[src/rtl/flight_physics_fx.sv]
// Bird-motion engine for Flappy-VGA: sub-pixel Y position/velocity with IDLE/FLY/DEAD sequencing.
// Optional feature: define TERMINAL_VEL_EN to clamp downward speed to TERM_VEL after each gravity add.
module flight_physics_fx #(
  parameter int Y_W      = 10,
  parameter int FRAC_W   = 4,
  parameter int V_W      = 10,
  parameter int START_X  = 100,
  parameter int START_Y  = 240,
  parameter int CEIL_Y   = 0,
  parameter int FLOOR_Y  = 440,
  parameter int JUMP_VEL = 72,
  parameter int GRAVITY  = 6
`ifdef TERMINAL_VEL_EN
  ,
  parameter int TERM_VEL = 128
`endif
) (
  input  logic                  Clk,
  input  logic                  reset_n,
  input  logic                  Start,
  input  logic                  Ack,
  input  logic                  BtnPress,
  input  logic                  FrameTick,
  input  logic                  Collide,
  output logic [Y_W-1:0]        Bird_X,
  output logic [Y_W-1:0]        Bird_Y,
  output logic signed [V_W-1:0] VertSpeed,
  output logic                  Flying,
  output logic                  Dead
);

  localparam int P_W   = Y_W + FRAC_W;
  localparam int ACC_W = P_W + 2;

  localparam logic [P_W-1:0]          START_POS = P_W'(START_Y * (2 ** FRAC_W));
  localparam logic [P_W-1:0]          CEIL_POS  = P_W'(CEIL_Y * (2 ** FRAC_W));
  localparam logic [P_W-1:0]          FLOOR_POS = P_W'(FLOOR_Y * (2 ** FRAC_W));
  localparam logic signed [ACC_W-1:0] CEIL_ACC  = ACC_W'(CEIL_Y * (2 ** FRAC_W));
  localparam logic signed [ACC_W-1:0] FLOOR_ACC = ACC_W'(FLOOR_Y * (2 ** FRAC_W));
  localparam logic signed [V_W-1:0]   FLAP_VEL  = V_W'(-JUMP_VEL);
`ifdef TERMINAL_VEL_EN
  localparam logic signed [V_W:0]     VEL_LIM   = (V_W + 1)'(TERM_VEL);
`else
  localparam logic signed [V_W:0]     VEL_LIM   = (V_W + 1)'((2 ** (V_W - 1)) - 1);
`endif

  typedef enum logic [1:0] {S_IDLE, S_FLY, S_DEAD} state_t;

  state_t                  state;
  logic [P_W-1:0]          pos;
  logic signed [V_W-1:0]   vel;
  logic                    flap_pend;
  logic                    btn_q;

  logic                    btn_rise;
  logic signed [ACC_W-1:0] pos_sum;
  logic signed [V_W:0]     grav_sum;
  logic signed [V_W-1:0]   vel_fall;
  logic                    hit_ceil;
  logic                    hit_floor;
  logic [P_W-1:0]          pos_next;
  logic signed [V_W-1:0]   vel_next;

  assign btn_rise = BtnPress & ~btn_q;

  // Two guard bits above the position let a step past either limit be seen before clamping.
  assign pos_sum  = $signed({2'b00, pos}) + $signed({{(ACC_W - V_W){vel[V_W-1]}}, vel});
  assign grav_sum = $signed({vel[V_W-1], vel}) + $signed((V_W + 1)'(GRAVITY));
  assign vel_fall = (grav_sum > VEL_LIM) ? VEL_LIM[V_W-1:0] : grav_sum[V_W-1:0];
  assign hit_ceil  = (pos_sum < CEIL_ACC);
  assign hit_floor = (pos_sum >= FLOOR_ACC);

  // NOTE: every output of a combinational block gets a default first so no latch is inferred.
  always_comb begin
    pos_next = pos_sum[P_W-1:0];
    vel_next = (state == S_FLY && (flap_pend || btn_rise)) ? FLAP_VEL : vel_fall;
    if (hit_ceil) begin
      pos_next = CEIL_POS;
      vel_next = '0;
    end else if (hit_floor) begin
      pos_next = FLOOR_POS;
      vel_next = '0;
    end
  end

  // NOTE: sequential state uses non-blocking assignments so all registers update together.
  always_ff @(posedge Clk or negedge reset_n) begin
    if (!reset_n) begin
      state     <= S_IDLE;
      pos       <= START_POS;
      vel       <= '0;
      flap_pend <= 1'b0;
      btn_q     <= 1'b0;
      Flying    <= 1'b0;
      Dead      <= 1'b0;
    end else begin
      btn_q <= BtnPress;
      case (state)
        S_IDLE: begin
          pos       <= START_POS;
          vel       <= '0;
          flap_pend <= 1'b0;
          if (Start) begin
            state  <= S_FLY;
            Flying <= 1'b1;
          end
        end
        S_FLY: begin
          if (FrameTick) begin
            pos       <= pos_next;
            vel       <= vel_next;
            flap_pend <= 1'b0;
          end else if (btn_rise) begin
            flap_pend <= 1'b1;
          end
          // A coincident tick has already been applied above; the hit only changes state.
          if (Collide || (FrameTick && hit_floor)) begin
            state     <= S_DEAD;
            Flying    <= 1'b0;
            Dead      <= 1'b1;
            flap_pend <= 1'b0;
          end
        end
        S_DEAD: begin
          flap_pend <= 1'b0;
          if (Ack) begin
            state <= S_IDLE;
            Dead  <= 1'b0;
            pos   <= START_POS;
            vel   <= '0;
          end else if (FrameTick) begin
            pos <= pos_next;
            vel <= vel_next;
          end
        end
        default: begin
          state  <= S_IDLE;
          Flying <= 1'b0;
          Dead   <= 1'b0;
        end
      endcase
    end
  end

  assign Bird_X    = Y_W'(START_X);
  assign Bird_Y    = pos[P_W-1:FRAC_W];
  assign VertSpeed = vel;

endmodule

[config.mk]
export PLATFORM = sky130hd
export DESIGN_NAME = flight_physics_fx
export DESIGN_NICKNAME = d
export VERILOG_FILES = /design/src/rtl/flight_physics_fx.sv
export SDC_FILE = /design/constraint.sdc
export NUM_CORES = 1
export LEC_CHECK = 0
export ABC_AREA = 1
export BUFFER_PORTS_ARGS = -buffer_cell sky130_fd_sc_hd__buf_2
export CORE_ASPECT_RATIO = 1.2
export CORE_UTILIZATION = 35
export DETAILED_ROUTE_END_ITERATION = 7
export MAX_ROUTING_LAYER = met4
export PLACE_DENSITY = 0.58
export RECOVER_POWER = 25
export SETUP_SLACK_MARGIN = 0.3
export SLEW_MARGIN = 20
export SYNTH_ARGS = -nofsm -noshare
export SYNTH_HDL_FRONTEND = slang
export SYNTH_SLANG_ARGS = --single-unit
[constraint.sdc]
create_clock -name Clk -period 6.1 [get_ports Clk]
set_input_delay 0 -clock Clk [delete_from_list [all_inputs] [get_ports Clk]]
set_output_delay 0 -clock Clk [all_outputs]
set_load 0.005 [all_outputs]
### Word-level counts from Yosys, hierarchy flattened

Cells that the tools add are included.

* memory bits (read-only): 0
* RAM bits: 0
* latch bits: 0
* input bits: 7
* bits in registers: 30
* output and inout bits: 32
* word-level logic and storage cells: 60
* memories kept: 0

* equal/unequal tests: 6
* magnitude comparators: 3
* shift operators: 0
* bitwise logic cells: 4
* add/subtract/negate cells: 2
* $mul: 0
* div/mod/pow operators: 0
* reductions and logical operators: 12
* muxes and demuxes: 26

Operator list (count)
* $mux 10: 6
* $mux 14: 4
* $pmux 14 s3: 1
* $pmux 10 s3: 1
* $add 15x10->16: 1
* $ge 16x14->1 const B: 1
* $lt 16x1->1 const B: 1
* $add 10x4->11 const B: 1
* $gt 11x10->1 const B: 1
* $reduce_and 3->1: 3
* $mux 1: 7
* $mux 2: 3
* $pmux 1 s3: 2
* $pmux 2 s3: 1
* $ne 2x2->1 const B: 2
* $ne 4x3->1 const B: 1
* $not 1->1: 3
* $reduce_bool 3->1: 1
* $eq 2x1->1 const B: 1
* $eq 2x2->1 const B: 1
* $logic_and 1x1->1: 2
* $logic_not 2->1: 1
* $logic_or 1x1->1: 2
* $ne 2x1->1 const B: 1
* other kinds (5): 5

### Logic depth before layout (Yosys ltp)

Gate-level depths: netlist (run 1).

* word-level depth: 10
* gate-level depth with buffers: 20

### Worst setup path after synthesis (run 1)

OpenSTA, ideal clock, no wires.

* path kind: reg2reg
* start point: register vel[0] (netlist: VertSpeed[0])
* end point: register vel[0] (netlist: VertSpeed[0])
* stages on the path, launching flop included: 16
* arrival time: 2274 ps
* required time: 5967 ps
* library setup time: 133 ps
* path slack: 3693 ps
* path through: dfrtp_1 -> ha_1 -> fa_1 -> nand3_1 -> nand3_1 -> nand3_1 -> nand4_1 -> nand2_1 -> nand2_1 -> nor2_1 -> nand3_1 -> nand2_2 -> nand3_2 -> nand2_2 -> buf_6 -> o22ai_2

* longest elaborated chain between the ends: 9

RTL lines
* from (decl): line 51 `logic signed [V_W-1:0] vel;`
* from (signal assigned): line 111 `vel <= vel_next;`
* from (signal assigned): line 133 `vel <= vel_next;`
* $add 10x4->11: line 68 `assign grav_sum = $signed({vel[V_W-1], vel}) + $signed((V_W + 1)'(GRAVITY));`
* $gt 11x10->1: line 69 `assign vel_fall = (grav_sum > VEL_LIM) ? VEL_LIM[V_W-1:0] : grav_sum[V_W-1:0];`
* $mux 10: line 69
* $mux 10: line 76 `vel_next = (state == S_FLY && (flap_pend || btn_rise)) ? FLAP_VEL : vel_fall;`
* $mux 10: line 80 `end else if (hit_floor) begin`
* $mux 10: line 77 `if (hit_ceil) begin`
* $mux 10 *: line 109, 131
* $mux 10: line 126 `if (Ack) begin`
* $pmux 10 s3 *: line 98 `case (state)`

Mark *: on every way between the ends. The rest lies on a longest branch, timed or not.
A chain may end at the register's enable or synchronous reset.

### Final worst setup path (run 1)

* start point: register vel[9] (netlist: VertSpeed[9])
* end point: register vel[6] (netlist: VertSpeed[6])

* longest elaborated chain between the ends: 9

RTL lines (line)
* $add 10x4->11: 68
* $gt 11x10->1: 69
* $mux 10: 69
* $mux 10: 76
* $mux 10: 80
* $mux 10 *: 77
* $mux 10 *: 109, 131
* $mux 10: 126
* $pmux 10 s3 *: 98

Marked as above.

==> summary.md, run 1 <==
| Metric | Value |
|---|---|
| CP Data Arrival Time | `3210 ps` |
| CP Cell Sequence | `ha_1, nand2_2, inv_1, nand2_1, nand2_1, a21oi_1, nand2_1, nand2_1, nand2_2, nand3_1, nor2_2, nand2_2, nand3_2, nand2_2, inv_1, nand3_1, o21ai_0` |
| Start-to-end type of the worst setup path | `reg -> reg` |
| Area used by multi-input combinational logic | `0.00189 mm²` |
| Sort of element at the end of the critical path | `flop` |
| Effective utilization at floorplan | `36.0%` |
| Die boundary height | `104 µm` |
| Reg area | `756 µm²` |
| Placement row count | `37` |
| Launching point of the worst reg2reg path | `VertSpeed[9]$_DFFE_PN0P_` |
| Worst hold endpoint | `flap_pend$_DFFE_PN0P_` |
| Tightest hold margin | `57.6 ps` |
| Top routing layer in use | `met4` |
| Critical path's top delay family | `simple AND/OR/NAND/NOR gates` |
| Achievable clock frequency | `328 MHz` |
| Count of clock tree sinks | `30` |
| Total via count in the routed design | `2925` |
| CTS tree | `yes` |
| Avg WL per Cell | `13.0 µm` |
| Largest net degree at the start of global routing | `31` |
| Final setup violation count | `0` |
| Cts bufs inserted | `5` |
| Most numerous cell types in the synthesized netlist | `sky130_fd_sc_hd__nand2_1 (153), sky130_fd_sc_hd__inv_1 (66), sky130_fd_sc_hd__nand3_1 (36), sky130_fd_sc_hd__dfrtp_1 (26), sky130_fd_sc_hd__nor2_1 (25)` |
| Area fraction in compound gates after synthesis | `12.4%` |
| Floorplan die area | `0.00913 mm²` |
| Power density normalized to cell area | `324 mW/mm²` |
| Worst-Margin Slew | `1690 ps` |
| Post-route clock period utilization | `50.0%` |
| Simple-gate portion of the synthesized area | `35.1%` |
| Total global routing overflow | `0` |
| Number of synthesized flops with an enable pin | `0` |
| Final max-slew violation count | `31` |
| Number of failing hold endpoints at the final stage | `0` |
| Antenna violations before repair | `0` |
| Setup repair after global routing missed its margin | `no` |
| Violation count after the first detailed-route iteration | `207` |
| Proportion of synthesized chip area in sequential cells | `24.7%` |
| Run status | `finished, violations left` |
| Final TNS setup | `0 ps` |
| Count of cells along the worst register-to-register path | `17` |
| Max-cap check violation count | `1` |
| Highest ir drop seen on vdd | `0.125 mV` |
| GR Util All Layers | `19.1%` |
| Half-perimeter wire length after detailed placement | `6.19 mm` |
| Total buffers and inverters traversed by the critical path | `2` |
| Vias in the first global route | `2799` |
| Number of setup buffers added after CTS | `0` |
| Xor and xnor area share after synthesis | `3.43%` |
| Remaining DRCs | `1` |
| CP max stage delay | `640 ps` |
| Mux cell area share after synthesis | `0%` |
| Iteration count of the initial detailed-routing pass | `6` |
| First-pass GRT wire length | `13.3 mm` |
| Cts-stage hold buffer count | `3` |
| Cell count after synthesis | `471` |
| Adder and majority gate portion of the synthesized area | `9.64%` |
| Antenna violation net count after detailed routing | `0` |
| CTS-repair resized insts | `0` |
| Worst-skew pair later-pin latency | `290 ps` |
| Final weighted congestion in routability-driven placement | `0.921` |
| Vias per Instance | `4.83` |
| Relative slew slack | `-12.5%` |
| Sum of routed wire segments on met1 | `3.51 mm` |
| Synth-to-layout area growth | `7.52%` |
| Clock root buffer | `sky130_fd_sc_hd__clkbuf_8` |
| Crit-path slowest cell | `sky130_fd_sc_hd__dfrtp_1` |
| Top-level port count | `39` |
| Post-synth top flop | `sky130_fd_sc_hd__dfrtp_1` |
| Die span in x | `87.4 µm` |
| Deepest level of the CTS H-tree | `2` |
| Minimum clock period | `3050 ps` |
| Antenna fix cells | `0` |
| Highest net fanout along the worst path | `14` |
| Final nets | `518` |
| Kind of path behind the tightest hold check | `in -> reg` |
| Sum of met2 wire segment lengths after detailed routing | `4.05 mm` |
| Worst clock skew on the final layout | `8.23 ps` |
| Area contributors post-synth | `sky130_fd_sc_hd__dfrtp_1 (21%), sky130_fd_sc_hd__nand2_1 (19%), sky130_fd_sc_hd__ha_1 (9.0%)` |
| Worst Hold Depth | `4` |
| Seq cells post-synth | `30` |
| Clock transition at the registers of the reported paths | `70 ps` |
| Aggregate routed wire length | `7.87 mm` |
| Yosys top cell by area | `sky130_fd_sc_hd__dfrtp_1` |
| Share of flip-flops with an asynchronous set or reset | `100%` |
| Share of Yosys cell area claimed by the top area cell type | `21.2%` |
| Clock buffer depth | `2` |
| R2R setup slack | `3050 ps` |
| Most common cell in the synthesized netlist | `sky130_fd_sc_hd__nand2_1` |
| Worst Min Path Start | `Collide` |
| Filler cells | `962` |
| Post-synthesis instance area | `0.00306 mm²` |
| Layout cell share with drive strength beyond 1 | `11.2%` |
| Critical path startpoint category | `flop` |
| Buffers on Ports | `28` |
| Core area | `0.00852 mm²` |
| P_leak | `1.84 nW` |
| Cell variety after synth | `36` |
| Combinational family with the most area after synthesis | `simple AND/OR/NAND/NOR gates` |
| Total of warnings raised by yosys | `0` |
| Violations in the final reports | `design-rule violations, max-capacitance violations, max-slew violations` |
| Required time of the worst setup path | `6260 ps` |
| Met3 WL post-DR | `174 µm` |
| Worst r2r dst | `VertSpeed[6]$_DFFE_PN0P_` |
| Avg Cell Area, Syn | `6.50 µm²` |
==> flip-flops by register name, summed over array words and instances (netlist names) <==
register and count:
Dead 1, btn_q 1, state 2, Flying 1, VertSpeed 10, pos 14, flap_pend 1
==> metal layers <==
metal / global-route usage (%) / vias up
li1: - / 1519
met1: 23.3 / 1345
met2: 32.5 / 50
met3: 1.19 / 11
met4: 7.26 / 0
met5: - / -
==> cells in the final DEF (no fill, tap or decap), types with 3 or more instances in the layout <==
master                          Yosys  routed
sky130_fd_sc_hd__ha_1              22      22
sky130_fd_sc_hd__dfrtp_1           26      26
sky130_fd_sc_hd__buf_2              0      25
sky130_fd_sc_hd__nand4_1           12      12
sky130_fd_sc_hd__nand2_2            6       6
sky130_fd_sc_hd__xnor2_1            5       5
sky130_fd_sc_hd__a22oi_1            7       7
sky130_fd_sc_hd__o22ai_2            3       3
sky130_fd_sc_hd__clkbuf_8           0       5
sky130_fd_sc_hd__dfstp_2            4       4
sky130_fd_sc_hd__conb_1             2      10
sky130_fd_sc_hd__a21oi_1           17      17
sky130_fd_sc_hd__o21ai_0           18      18
sky130_fd_sc_hd__nor2_2             3       3
sky130_fd_sc_hd__nor2_1            25      25
sky130_fd_sc_hd__xor2_1             7       7
sky130_fd_sc_hd__o31ai_1            3       3
sky130_fd_sc_hd__nand2_1          153     153
sky130_fd_sc_hd__nand3_1           36      36
sky130_fd_sc_hd__clkbuf_1           7       4
sky130_fd_sc_hd__inv_1             66      66
sky130_fd_sc_hd__o21ai_1            7       7
sky130_fd_sc_hd__nor3_1             3       3
sky130_fd_sc_hd__dlygate4sd3_1      0       3
==> worst max-delay path by stage <==
stage | from | to | slack [ps] | cells past startpoint
global placement | VertSpeed[0]$_DFFE_PN0P_ | VertSpeed[6]$_DFFE_PN0P_ | 3140 | 16
CTS | VertSpeed[9]$_DFFE_PN0P_ | VertSpeed[6]$_DFFE_PN0P_ | 3090 | 17
detailed placement | VertSpeed[9]$_DFFE_PN0P_ | VertSpeed[6]$_DFFE_PN0P_ | 3100 | 17
floorplan | VertSpeed[0]$_DFFE_PN0P_ | VertSpeed[0]$_DFFE_PN0P_ | 3690 | 15
finish | VertSpeed[9]$_DFFE_PN0P_ | VertSpeed[6]$_DFFE_PN0P_ | 3050 | 17
global route | VertSpeed[9]$_DFFE_PN0P_ | VertSpeed[6]$_DFFE_PN0P_ | 2740 | 17
==> per-stage QoR <==
stage	power (mW)	util (%)	area (µm²)	cells	setup slack, ps
after floorplan	0.783	-	3090	479	3690
after global placement	0.907	37.4	3180	595	3140
after detailed placement	0.909	37.4	3180	595	3100
after CTS	1.08	38.7	3300	606	3090
after global routing	1.18	38.7	3290	606	2740
final	1.07	38.7	3290	606	3050
==> kinds of logic (layout without fill, tap and decap cells) <==
family | count (synthesis) | count (layout)
AO/OA/AOI/OAI | 61 | 61
XOR/XNOR | 12 | 12
adder cells (fa/ha/maj) | 23 | 23
buffers and inverters | 95 | 105
flip-flops | 30 | 30
other | 2 | 10
AND/OR/NAND/NOR | 248 | 248
==> where the power goes <==
part | switching [mW] | internal (mW) | total, mW | leakage [nW]
logic | 0.380 | 0.213 | 0.593 | 1.40
clock network | 0.0792 | 0.0790 | 0.158 | 0.0450
registers | 0.0619 | 0.253 | 0.315 | 0.396
==> worst min-delay path, delay by kind of cell <==
| kind | cells | cell delay [ps] |
|---|---|---|
| compound gates | 1 | 80 |
| simple gates | 2 | 110 |
| buf+inv | 1 | 110 |
==> layout make-up <==
cell class,instances,area share [%]
tap,117,4.45
inverter,66,7.52
sequential,30,22.9
clock buffer,6,2.20
multi-input combinational,354,57.5
clock inverter,2,0.304
timing repair buffer,31,5.05
Note: power is estimated with default switching activity, not from simulation.
==> inputs of run 2 (changes only) <==
--- a/config.mk
+++ b/config.mk
@@ -11,7 +11,7 @@
 export CORE_UTILIZATION = 35
 export DETAILED_ROUTE_END_ITERATION = 7
 export MAX_ROUTING_LAYER = met4
-export PLACE_DENSITY = 0.58
+export PLACE_DENSITY = 0.6
 export RECOVER_POWER = 25
 export SETUP_SLACK_MARGIN = 0.3
 export SLEW_MARGIN = 20
==> constraint.sdc (replaced) <==
create_clock -name Clk -period 2.8 [get_ports Clk]
set_input_delay 0 -clock Clk [delete_from_list [all_inputs] [get_ports Clk]]
set_output_delay 0 -clock Clk [all_outputs]
set_load 0.005 [all_outputs]
==> summary.md, run 2 (synthesis results as in run 1) <==
| Metric | Value |
|---|---|
| CTS tree | `yes` |
| Vias in the first global route | `2979` |
| Half-perimeter wire length after detailed placement | `6.22 mm` |
| Final setup violation count | `0` |
| Top library cells by usage in the layout, fill and taps aside | `sky130_fd_sc_hd__nand2_1 (124), sky130_fd_sc_hd__inv_1 (62), sky130_fd_sc_hd__buf_4 (41)` |
| Critical path startpoint category | `flop` |
| First-pass GRT wire length | `13.6 mm` |
| Vias per Instance | `4.77` |
| Clock transition at the registers of the reported paths | `70 ps` |
| Count of clock tree sinks | `30` |
| Clock root buffer | `sky130_fd_sc_hd__clkbuf_8` |
| Number of flip-flops in the largest register | `14` |
| Post-route clock period utilization | `89.6%` |
| Final TNS setup | `0 ps` |
| P_leak | `2.13 nW` |
| Relative slew slack | `-11.7%` |
| Clock buffer depth | `2` |
| Highest net fanout along the worst path | `12` |
| Antenna fix cells | `0` |
| Largest net degree at the start of global routing | `31` |
| Total via count in the routed design | `3105` |
| Synth-to-layout area growth | `34.8%` |
| Required time of the worst setup path | `3000 ps` |
| Final max-slew violation count | `31` |
| Cell Count Post-Placement | `610` |
| Die span in x | `87.4 µm` |
| Effective utilization at floorplan | `36.0%` |
| Start-to-end type of the worst setup path | `reg -> reg` |
| Cts bufs inserted | `5` |
| Avg WL per Cell | `13.1 µm` |
| Leading cell type in the layout, fill and taps excluded | `sky130_fd_sc_hd__nand2_1` |
| Die boundary height | `104 µm` |
| Antenna violation net count after detailed routing | `0` |
| Max-cap check violation count | `1` |
| Violations in the final reports | `max-capacitance violations, max-slew violations` |
| Number of failing hold endpoints at the final stage | `0` |
| Reg with most FFs | `pos` |
| Deepest level of the CTS H-tree | `2` |
| Total global routing overflow | `0` |
| Core area | `0.00852 mm²` |
| CP max stage delay | `520 ps` |
| Antenna violations before repair | `0` |
| Top-level port count | `39` |
| Remaining DRCs | `0` |
| Aggregate routed wire length | `8.55 mm` |
| Worst-Margin Slew | `1680 ps` |
| Run status | `finished, violations left` |
| Layout cell share with drive strength beyond 1 | `34.6%` |
| Worst-skew pair later-pin latency | `290 ps` |
| Kind of path behind the tightest hold check | `in -> reg` |
| Setup repair after global routing missed its margin | `yes` |
| Buffers on Ports | `28` |
| CP Cell Sequence | `ha_4, inv_4, nor2_4, nand2_2, nor3_2, nand2_2, nand3_2, nand2_1, inv_1, nand3_2, nor2_4, nand2_4, nand3_4, nand2_4, buf_12, o31ai_2` |
| Minimum clock period | `2510 ps` |
| Highest ir drop seen on vdd | `0.304 mV` |
| Placement row count | `37` |
| Final nets | `563` |
| Achievable clock frequency | `398 MHz` |
| Power density normalized to cell area | `728 mW/mm²` |
| Crit-path slowest cell | `sky130_fd_sc_hd__dfrtp_2` |
| Sort of element at the end of the critical path | `flop` |
| Floorplan die area | `0.00913 mm²` |
| Violation count after the first detailed-route iteration | `103` |
| Final standard cell count with taps included and fillers excluded | `651` |
| Worst clock skew on the final layout | `5.73 ps` |
| Iteration count of the initial detailed-routing pass | `4` |
| GR Util All Layers | `19.3%` |
| CP Data Arrival Time | `2710 ps` |
| Final weighted congestion in routability-driven placement | `0.909` |
[run 2: path summary, 6_finish.rpt]
kind                                          start                       end  slack [ps]  cells past startpoint
setup / recovery           VertSpeed[9]$_DFFE_PN0P_        pos[0]$_DFFE_PN0P_         290                     16
hold / removal                              Collide     flap_pend$_DFFE_PN0P_          50                      4
setup reg to reg           VertSpeed[9]$_DFFE_PN0P_        pos[0]$_DFFE_PN0P_         290                     16
hold reg to reg                  Flying$_DFFE_PN0P_        Flying$_DFFE_PN0P_         480                      2
max in group asynchronous                   reset_n  VertSpeed[6]$_DFFE_PN0P_        1020                      2
min in group asynchronous                   reset_n       pos[13]$_DFFE_PN0P_         670                      2
[run 2: cell type report]
class | instances | area, µm²
inverter | 66 | 250
clock buffer | 7 | 86.3
tap | 117 | 146
multi-input combinational | 354 | 2330
sequential | 30 | 759
fill | 863 | 4390
timing repair buffer | 76 | 548
clock inverter | 1 | 5.00
[run 2: timing repair]
item	4_1_cts	5_1_grt
resized for setup	36	77
setup buffers	11	19
hold buffers	3	0
hold endpoints to repair	28	0
endpoints found under the setup margin	26	27
pin swaps	13	28
cloned	0	0
[run 2: per-layer routing]
layer / track usage, % / wire length (µm)
met4: 9.25 / 234
met2: 32.4 / 4430
met5: - / 0
met1: 22.3 / 3630
met3: 2.70 / 255
[run 2: stage by stage]
| step | util, % | area (µm²) | hold slack [ps] | setup WS, ps | total power, mW |
|---|---|---|---|---|---|
| 6_report | 48.5 | 4130 | 50.4 | 290 | 3.01 |
| 5_1_grt | 48.5 | 4130 | 86.0 | 128 | 3.26 |
| 4_1_cts | 43.7 | 3720 | 57.3 | 304 | 2.68 |
| 3_5_place_dp | 38.9 | 3310 | 91.3 | 172 | 2.08 |
| 3_3_place_gp | 38.9 | 3310 | 75.2 | 208 | 2.07 |
| 2_1_floorplan | - | 3090 | -296 | 393 | 1.71 |
[run 2: worst max-delay path: cells and delay by family (launching register included)]
| kind | cells | cell delay [ps] |
|---|---|---|
| DFF | 1 | 520 |
| adders and majority gates | 1 | 350 |
| and+or+nand+nor | 11 | 1090 |
| buffers and inverters | 3 | 260 |
| AOI/OAI and AO/OA | 1 | 170 |
[run 2: report_power, final]
part / switching, mW / internal [mW] / total [mW]
clock network: 0.168 / 0.198 / 0.366
logic: 1.11 / 0.862 / 1.97
registers: 0.119 / 0.553 / 0.672
total: 1.40 / 1.61 / 3.01
